### src/rtl/mag_power_control.sv
// Microwave magnetron power controller: cook/pause/done sequencing with a
// frame-based duty-cycle modulator driving the magnetron enable.
module mag_power_control #(
  parameter int PERIOD = 10,
  parameter int PWR_W  = 4
) (
  input  logic             clk,
  input  logic             resetn,
  input  logic             startn,
  input  logic             stopn,
  input  logic             clearn,
  input  logic             door_closed,
  input  logic             timer_done,
  input  logic [PWR_W-1:0] power_level,
  output logic             mag_on,
  output logic [1:0]       state,
  output logic             done_pulse
);

  typedef enum logic [1:0] {
    S_IDLE  = 2'b00,
    S_COOK  = 2'b01,
    S_PAUSE = 2'b10,
    S_DONE  = 2'b11
  } state_e;

  localparam int CNT_W = 8;
  localparam int CMP_W = (PWR_W > CNT_W) ? PWR_W : CNT_W;
  localparam logic [CNT_W-1:0] LAST_CNT = CNT_W'(PERIOD - 1);

  state_e             state_q, state_d;
  logic [CNT_W-1:0]   frame_cnt_q, frame_cnt_d;
  logic [PWR_W-1:0]   duty_q, duty_d;
  logic               done_pulse_q, done_pulse_d;

  logic [CMP_W-1:0]   cnt_ext, duty_ext;

  always_comb begin
    // NOTE: every signal gets a default before the case so no path leaves it
    // unassigned; otherwise synthesis infers a latch.
    state_d     = state_q;
    duty_d      = duty_q;
    frame_cnt_d = frame_cnt_q;

    unique case (state_q)
      S_IDLE: begin
        if (!clearn) begin
          state_d = S_IDLE;
        end else if (!startn && door_closed && !timer_done && (power_level != '0)) begin
          state_d = S_COOK;
          duty_d  = power_level;
        end
      end
      S_COOK: begin
        if (!clearn)                    state_d = S_IDLE;
        else if (timer_done)            state_d = S_DONE;
        else if (!door_closed || !stopn) state_d = S_PAUSE;
      end
      S_PAUSE: begin
        if (!clearn)                      state_d = S_IDLE;
        else if (timer_done)              state_d = S_DONE;
        else if (!startn && door_closed)  state_d = S_COOK;
      end
      S_DONE: begin
        if (!clearn || !door_closed) state_d = S_IDLE;
      end
      default: state_d = S_IDLE;
    endcase

    // The counter only advances on edges that stay in COOK, so a pause taken
    // at count N resumes at count N.
    unique case (state_d)
      S_IDLE, S_DONE: frame_cnt_d = '0;
      S_PAUSE:        frame_cnt_d = frame_cnt_q;
      S_COOK: begin
        if (state_q == S_COOK)
          frame_cnt_d = (frame_cnt_q == LAST_CNT) ? '0 : frame_cnt_q + 1'b1;
        else if (state_q == S_IDLE)
          frame_cnt_d = '0;
      end
      default: frame_cnt_d = '0;
    endcase

    done_pulse_d = (state_d == S_DONE) && (state_q != S_DONE);
  end

  // NOTE: sequential state uses non-blocking assignments only, so every flop
  // samples its _d value from before the edge regardless of statement order.
  always_ff @(posedge clk or negedge resetn) begin
    if (!resetn) begin
      state_q      <= S_IDLE;
      frame_cnt_q  <= '0;
      duty_q       <= '0;
      done_pulse_q <= 1'b0;
    end else begin
      state_q      <= state_d;
      frame_cnt_q  <= frame_cnt_d;
      duty_q       <= duty_d;
      done_pulse_q <= done_pulse_d;
    end
  end

  assign cnt_ext  = CMP_W'(frame_cnt_q);
  assign duty_ext = CMP_W'(duty_q);

  // door_closed is the only combinational path so an opening door cuts power
  // in the same cycle.
  assign mag_on     = (state_q == S_COOK) && (cnt_ext < duty_ext) && door_closed;
  assign state      = state_q;
  assign done_pulse = done_pulse_q;

endmodule

### config.mk
export PLATFORM = sky130hd
export DESIGN_NAME = mag_power_control
export DESIGN_NICKNAME = d
export VERILOG_FILES = /design/src/rtl/mag_power_control.sv
export SDC_FILE = /design/constraint.sdc
export NUM_CORES = 1
export LEC_CHECK = 0
export BUFFER_PORTS_ARGS = -buffer_cell sky130_fd_sc_hd__buf_4
export CAP_MARGIN = 0
export CORE_MARGIN = 5
export CORE_UTILIZATION = 55
export DETAILED_ROUTE_END_ITERATION = 8
export PLACE_DENSITY_LB_ADDON = 0.05
export RECOVER_POWER = 100
export SYNTH_ARGS = -nofsm -noshare
export SYNTH_HDL_FRONTEND = slang
export SYNTH_SLANG_ARGS = --single-unit
### constraint.sdc
create_clock -name clk -period 3 [get_ports clk]
set_input_delay 0.6 -clock clk [delete_from_list [all_inputs] [get_ports clk]]
set_output_delay 0.6 -clock clk [all_outputs]
set_load 0.02 [all_outputs]
# Word-level counts from Yosys, hierarchy flattened
# Cells that the tools add are included.
[word_totals]
ramBits = 0
out_inout_bits = 4
mem_count = 0
regBits = 15
latch_bits = 0
romBits = 0
in_bits = 11
elab_cells = 49
[op_classes]
reduce_logical = 19
magnitude_cmp = 1
div = 0
n_shift = 0
eq_ne = 9
n_mux = 14
bitwise_logic = 1
add_sub_neg = 1
mul = 0
[op_table]
columns = ["op", "n"]
rows = [
  ["8-bit 2-to-1 mux", 3],
  ["2-bit 2-to-1 mux", 9],
  ["8-bit one-hot mux with 2 select lines", 1],
  ["8-bit by 1-bit adder with 8-bit output, second input constant", 1],
  ["2-bit equality test, second input constant", 4],
  ["8-bit by 4-bit equality test with 1-bit output, second input constant", 1],
  ["8-bit by 4-bit less-than comparator with 1-bit output", 1],
  ["2-bit one-hot mux with 4 select lines", 1],
  ["1-bit logical AND", 6],
  ["1-bit zero test", 5],
  ["2-bit by 1-bit equality test with 1-bit output, second input constant", 2],
  ["2-bit zero test", 2],
  ["4-bit nonzero test", 1],
  ["3-bit inequality test, second input constant", 1],
  ["3-bit AND reduction", 1],
  ["1-bit logical OR", 2],
  ["2-bit inequality test, second input constant", 1],
  ["2-bit AND reduction", 1],
  ["2-bit OR reduction", 1],
  ["1-bit inverter", 1],
]

# Depth between registers and ports, before layout
# Gate-level depths: netlist of run 1.
[logic_depth]
depth_word = 10
depth_mapped = 7

# Worst setup path before layout of run 1
# OpenSTA, ideal clock, no wires.
[synth_path]
path_kind = "in2reg"
startpoint = "input startn"
endpoint = "register frame_cnt_q[1], in the netlist cnt_ext[1]"
setup_time_ns = 0.082
path_stages = 6
n_path_buf = 1
arrival_time_ns = 2.229
setup_slack_ns = 0.689
required_time_ns = 2.918
path_cell_list = "or4_1 -> or3_1 -> buf_6 -> a221oi_4 -> a21oi_2 -> o22ai_1"
[synth_between]
elab_chain_cells = 10
[synth_rtl]
columns = ["element", "line_no", "text"]
rows = [
  ["start, declared", "9", "input logic startn,"],
  ["1-bit zero test (*)", "49, 62", ""],
  ["1-bit logical AND (*)", "49, 62", ""],
  ["1-bit logical AND (2 in a row)", "49", "end else if (!startn && door_closed && !timer_done && (power_level != '0)) begin"],
  ["2-bit 2-to-1 mux", "49", ""],
  ["2-bit 2-to-1 mux", "47", "if (!clearn) begin"],
  ["2-bit one-hot mux with 4 select lines (*)", "45", "unique case (state_q)"],
  ["2-bit equality test, or another cell as far along", "72", "unique case (state_d)"],
  ["2-bit OR reduction, or another cell as far along", "72", ""],
  ["8-bit one-hot mux with 2 select lines or 2-bit AND reduction (tied branches)", "-", ""],
  ["end signal, assigned", "97", "frame_cnt_q <= frame_cnt_d;"],
  ["end, declared", "32", "logic [CNT_W-1:0] frame_cnt_q, frame_cnt_d;"],
]
# Every way passes the cells marked *; elsewhere a longest branch is shown, timed or not.
# A chain may end at the register's enable or synchronous reset.

# Worst setup path in the final report of run 1
[layout_path]
startpoint = "register state_q[0], in the netlist state[0]"
endpoint = "register frame_cnt_q[1], in the netlist cnt_ext[1]"
[layout_between]
elab_chain_cells = 7
[layout_rtl]
columns = ["element", "line_no", "text"]
rows = [
  ["start, declared", "31", "state_e state_q, state_d;"],
  ["start signal, assigned", "96", "state_q <= state_d;"],
  ["2-bit 2-to-1 mux (on tied branches)", "62, 57", ""],
  ["2-bit 2-to-1 mux (on tied branches)", "61, 56", ""],
  ["2-bit 2-to-1 mux (on tied branches)", "60, 55", ""],
  ["2-bit one-hot mux with 4 select lines", "45", ""],
  ["2-bit equality test, or another cell as far along", "72", ""],
  ["2-bit OR reduction, or another cell as far along", "72", ""],
  ["8-bit one-hot mux with 2 select lines or 2-bit AND reduction (tied branches)", "-", ""],
]
# Parallel ways exist; a longest one is shown, timed or not.

==> impl_metrics.py, run 1 <==
metrics = {
    "worst_setup_path": {
        "crit_path_start_kind": "register",
        "cp_cell_sequence": "or4_1, or3_1, a221oi_2, a21oi_1, o22ai_1",
        "r2r_start": "state[0]$_DFF_PN0_",
        "endpoint": "cnt_ext[1]$_DFFE_PN0P_",
        "cp_data_arrival_time_ns": 2.83,
        "cp_top_family": "compound AO/OA/AOI/OAI gates",
        "worstPathMaxFanout": 9,
        "r2r_slack_ns": 0.40,
        "cp-end-kind": "register",
        "worstPathRequired_ns": 3.22,
        "max_stage_delay_ns": 0.64,
        "worst_r2r_path_depth": 5,
        "r2r_end": "cnt_ext[1]$_DFFE_PN0P_",
        "path_buf_inv": 0,
        "startpoint": "state[0]$_DFF_PN0_",
        "path_depth": 5,
        "critPathKind": "register to register",
        "crit_path_top_delay_cell": "a221oi_2",
    },
    "routing": {
        "route.detailed.drc": 0,
        "num_vias": 832,
        "vias_per_cell": 5.859,
        "wl_met3_um": 72,
        "wl_per_cell_um": 13.83,
        "first_pass_iters": 4,
        "wl_met2_um": 942,
        "drt_iter0_drc": 24,
        "ant_nets": 0,
        "wirelength_um": 1964,
        "top_layer_used": "met4",
        "wl_met1_um": 910,
    },
    "timing": {
        "fmax_ghz": 0.3840,
        "relSlewSlack": 0.4679,
        "clock_skew_ns": 0.008548,
        "hold_viol_final": 0,
        "fin_ws_ns": 0.3955,
        "tightestPinTransition_ns": 0.7982,
        "setup-violations-final": 0,
        "final.min_clock_period_ns": 2.604,
        "rsz0062_at_grt": "no",
        "post-route-period-util": 0.8682,
        "setup_tns_ns": 0,
        "finalMaxSlewViolations": 0,
    },
    "yosys": {
        "ys_seq_area_frac": 0.3836,
        "synth_area_leaders": "dfrtp_1 (38%), ha_1 (6.4%), a21oi_1 (3.6%)",
        "ys_async_sr_fraction": 1.000,
        "netlist_area_um2": 978.4,
        "synth.top_cell.area_share": 0.3836,
        "ys_seq_elements": 15,
        "yosysTopAreaCell": "dfrtp_1",
        "synth_cell_type_count": 40,
        "syn_area_per_cell_um2": 9.688,
        "synth_fp_nets": 117,
        "synth-edff-count": 0,
        "synthFlopType": "dfrtp_1",
        "ys.warnings.count": 0,
        "syn_inst": 101,
    },
    "die": {
        "die_h_um": 52.18,
        "fp.dieArea_um2": 2722,
        "num_io_pins": 15,
        "die_w_um": 52.18,
        "rows": 15,
        "start_util": 0.5729,
        "core_um2": 1708,
    },
    "placement": {
        "place_hpwl_um": 1480,
        "postPlaceCellArea_um2": 1102,
        "dp.cells": 138,
        "port_buffers": 14,
        "place_ws_ns": 0.3715,
        "place_congestion": 0.8472,
    },
    "grt": {
        "antenna_found_initial": 0,
        "grt_pass1_vias": 799,
        "grt_pass1_wl_um": 3443,
        "overflow": 0,
        "track_usage": 0.1751,
        "grt_start_max_net_pins": 16,
    },
    "clocking": {
        "cts.sinks": 15,
        "cts_tree": "built",
        "post_cts_buffers": 0,
        "hold_buffers": 0,
        "clkSlewWorstSetupHoldPaths_ns": 0.10,
        "root_buffer": "clkbuf_4",
        "clk-insertion-delay-late_ns": 0.29,
        "clockBufferDepth": 2,
        "htree_levels": 1,
        "cts_made_buffers": 3,
        "cts_resized": 0,
    },
    "job": {
        "maxCapViolCount": 0,
    },
    "hold_path": {
        "hold_class": "input port to asynchronous set/reset pin",
    },
    "finish": {
        "final_cell_mix": "dfrtp_1 (15), buf_4 (9), a21oi_1 (8)",
        "antennaDiodeCount": 0,
        "layout_commonest_cell": "dfrtp_1",
        "instances_no_fill": 142,
        "nets": 134,
        "syn2layout_area_growth_pct": 11.64,
        "design_area_um2": 1092,
        "drive_gt1_frac": 0.1709,
        "n_fill_cell": 153,
    },
    "power_and_ir_drop": {
        "p_leak_nw": 0.4929,
        "irDropWorstVdd_v": 0.0002739,
        "power.density_nw_per_um2": 406.7,
        "finalPower_uw": 444.2,
    },
    "status": {
        "status": "finished clean",
    },
}
[Yosys cell counts, types with 2 or more instances]
cell type and number:
mux2_1 2, nor3_1 3, inv_1 7, nand2b_1 2, o21ai_0 4, dfrtp_1 15
nor2b_1 4, a22o_1 4, nand3_1 4, ha_1 5, mux2i_1 3, nand2_1 6
a31o_2 2, mux2_2 2, a31oi_1 3, a21oi_1 7, and3_1 4, nor4_1 2
[sequential cells by signal, summed over array words and instances, names as in the netlist]
name,count
duty_q,4
done_pulse,1
cnt_ext,8
state,2
[metrics by stage]
stage	hold WS, ns	util
6_report	0.3591	0.6396
5_1_grt	0.4349	0.6396
4_1_cts	0.1450	0.6615
3_5_place_dp	0.4657	0.6454
3_3_place_gp	0.4633	0.6454
2_1_floorplan	0.3044	-
[per-layer routing]
layer  vias up  track usage
met5         -            0
met4         0      0.09787
met3         4      0.03704
met2        19       0.2803
met1       401       0.2176
li1        408            -
[report_power, final]
part           internal [mW]  switching, mW
sequential             0.221         0.0117
clock                 0.0496         0.0689
combinational         0.0427         0.0507
[worst min path at each step]
stage | from | to | slack (ns) | depth (start not counted)
after floorplan | resetn | cnt_ext[0]$_DFFE_PN0P_ | 0.30 | 0
after global placement | resetn | done_pulse$_DFF_PN0_ | 0.46 | 1
after detailed placement | resetn | done_pulse$_DFF_PN0_ | 0.47 | 1
after CTS | resetn | duty_q[0]$_DFFE_PN0P_ | 0.15 | 1
after global routing | resetn | duty_q[0]$_DFFE_PN0P_ | 0.43 | 1
final | resetn | duty_q[0]$_DFFE_PN0P_ | 0.36 | 1
[kinds of logic (layout without fill, tap and decap cells)]
logic type | Yosys count | after routing | share of synthesized area
AOI/OAI and AO/OA | 28 | 28 | 0.2097
adders and majority gates | 5 | 5 | 0.06394
DFF | 15 | 15 | 0.3836
and+or+nand+nor | 35 | 35 | 0.2097
buffers and inverters | 10 | 26 | 0.04731
xor gates and xnor gates | 1 | 1 | 0.008953
muxes | 7 | 7 | 0.07672
[final cells by class]
cell class	count	area, um2	share of cell area
tap	25	31.28	0.02864
clock buffer	3	22.52	0.02062
multi-input combinational	76	541.8	0.4960
clock inverter	1	5.005	0.004582
inverter	7	26.28	0.02405
sequential	15	375.4	0.3436
timing repair buffer	15	90.09	0.08247
[worst register-to-register path, stage by stage (launching register included)]
cell and delay (ns):
dfrtp_1 0.49, or4_1 0.50, or3_1 0.50, a221oi_2 0.64, a21oi_1 0.23, o22ai_1 0.18
(Power assumes the default switching activity.)
==> run 2: changes to the inputs <==
--- a/config.mk
+++ b/config.mk
@@ -7,11 +7,14 @@
 export LEC_CHECK = 0
 export BUFFER_PORTS_ARGS = -buffer_cell sky130_fd_sc_hd__buf_4
 export CAP_MARGIN = 0
+export CELL_PAD_IN_SITES_DETAIL_PLACEMENT = 0
+export CELL_PAD_IN_SITES_GLOBAL_PLACEMENT = 1
 export CORE_MARGIN = 5
-export CORE_UTILIZATION = 55
+export CORE_UTILIZATION = 42
 export DETAILED_ROUTE_END_ITERATION = 8
 export PLACE_DENSITY_LB_ADDON = 0.05
 export RECOVER_POWER = 100
 export SYNTH_ARGS = -nofsm -noshare
 export SYNTH_HDL_FRONTEND = slang
 export SYNTH_SLANG_ARGS = --single-unit
+export TNS_END_PERCENT = 1
==> impl_metrics.py, run 2 (synthesized netlist as in run 1, its figures left out) <==
metrics = {
    "worst_setup_path": {
        "worstPathMaxFanout": 9,
        "worstPathRequired_ns": 3.21,
        "crit_path_start_kind": "register",
        "critPathKind": "register to register",
        "cp-end-kind": "register",
        "cp_data_arrival_time_ns": 2.72,
    },
    "clocking": {
        "htree_levels": 1,
        "root_buffer": "clkbuf_4",
        "clk-insertion-delay-late_ns": 0.30,
        "cts_tree": "built",
        "clockBufferDepth": 2,
        "clkSlewWorstSetupHoldPaths_ns": 0.09,
        "cts_made_buffers": 3,
        "post_cts_buffers": 0,
        "cts_resized": 0,
        "hold_buffers": 0,
        "cts.sinks": 15,
    },
    "timing": {
        "finalMaxSlewViolations": 0,
        "setup-violations-final": 0,
        "fmax_ghz": 0.3994,
        "final.min_clock_period_ns": 2.504,
        "post-route-period-util": 0.8347,
        "rsz0062_at_grt": "no",
        "hold_viol_final": 0,
        "hold_ws_ns": 0.3783,
        "tightestPinTransition_ns": 0.8567,
        "clock_skew_ns": 0.009555,
        "setup_tns_ns": 0,
        "relSlewSlack": 0.4289,
    },
    "die": {
        "num_io_pins": 15,
        "rows": 17,
        "die_w_um": 58.27,
        "core_um2": 2212,
        "fp.dieArea_um2": 3395,
        "die_h_um": 58.27,
        "start_util": 0.4423,
    },
    "grt": {
        "grt_pass1_wl_um": 3801,
        "overflow": 0,
        "grt_start_max_net_pins": 16,
        "grt_pass1_vias": 832,
        "track_usage": 0.1452,
        "antenna_found_initial": 0,
    },
    "routing": {
        "num_vias": 818,
        "ant_nets": 0,
        "vias_per_cell": 5.641,
        "route.detailed.drc": 0,
        "wirelength_um": 2162,
        "drt_iter0_drc": 17,
        "first_pass_iters": 4,
        "wl_per_cell_um": 14.91,
    },
    "power_and_ir_drop": {
        "power.density_nw_per_um2": 403.8,
        "irDropWorstVdd_v": 0.0002847,
        "finalPower_uw": 446.6,
        "p_leak_nw": 0.4937,
    },
    "finish": {
        "drive_gt1_frac": 0.1624,
        "layout_commonest_cell": "dfrtp_1",
        "antennaDiodeCount": 0,
        "largest_reg_flops": 8,
        "syn2layout_area_growth_pct": 13.04,
        "final_cell_mix": "dfrtp_1 (15), buf_4 (9), a21oi_1 (8)",
        "nets": 134,
    },
    "placement": {
        "place_congestion": 0.7309,
        "place_hpwl_um": 1583,
        "port_buffers": 14,
    },
    "hold_path": {
        "hold_class": "input port to asynchronous set/reset pin",
    },
    "status": {
        "status": "finished clean",
    },
    "job": {
        "maxCapViolCount": 0,
    },
}
[run 2: cell types whose count changed in the layout (fill, tap and decap cells not counted)]
cell	delta
a221oi_4	+1
clkbuf_1	+1
a221oi_2	-1
clkinv_2	-1
[run 2: worst paths after layout]
path / from / to / slack [ns] / cells after the start
setup / recovery: state[0]$_DFF_PN0_ / cnt_ext[1]$_DFFE_PN0P_ / 0.50 / 5
hold / removal: resetn / done_pulse$_DFF_PN0_ / 0.38 / 1
setup reg to reg: state[0]$_DFF_PN0_ / cnt_ext[1]$_DFFE_PN0P_ / 0.50 / 5
hold reg to reg: duty_q[3]$_DFFE_PN0P_ / duty_q[3]$_DFFE_PN0P_ / 0.50 / 1
max in group asynchronous: resetn / cnt_ext[0]$_DFFE_PN0P_ / 2.08 / 1
min in group clk: duty_q[3]$_DFFE_PN0P_ / duty_q[3]$_DFFE_PN0P_ / 0.50 / 1
[run 2: stage by stage]
step                setup slack, ns    util  cell area (um2)  cells
CTS                          0.5643  0.5119             1132    145
detailed placement           0.3294  0.5000             1106    141
finish                       0.4960  0.5000             1106    145
floorplan                    0.6890       -            978.4    101
global placement             0.3373  0.5000             1106    141
global route                 0.3025  0.5000             1106    145
[run 2: per-layer routing]
| metal | share of wire | GRT usage | wire length (um) |
|---|---|---|---|
| met1 | 0.46 | 0.1796 | 1005 |
| met2 | 0.47 | 0.2329 | 1006 |
| met3 | 0.050 | 0.04900 | 108 |
| met4 | 0.019 | 0.05298 | 41 |
| met5 | 0 | 0 | 0 |
[run 2: final cells by class]
cell class              count  area, um2
fillers                   223       1106
multi-input cells          76      553.0
flip-flops and latches     15      375.4
repair buffers             15      90.09
well taps                  28      35.03
clock buffers               4      26.28
inverters                   7      26.28
[run 2: critical path, stage by stage, from the launching register on]
cell and delay (ns):
dfrtp_1 0.48, or4_1 0.52, or3_1 0.52, a221oi_4 0.52
a21oi_1 0.19, o22ai_1 0.18
[run 2: power breakdown]
part	switching, mW	internal [mW]
clock network	0.0667	0.0518
registers	0.0111	0.221
logic	0.0528	0.0436
total	0.131	0.316
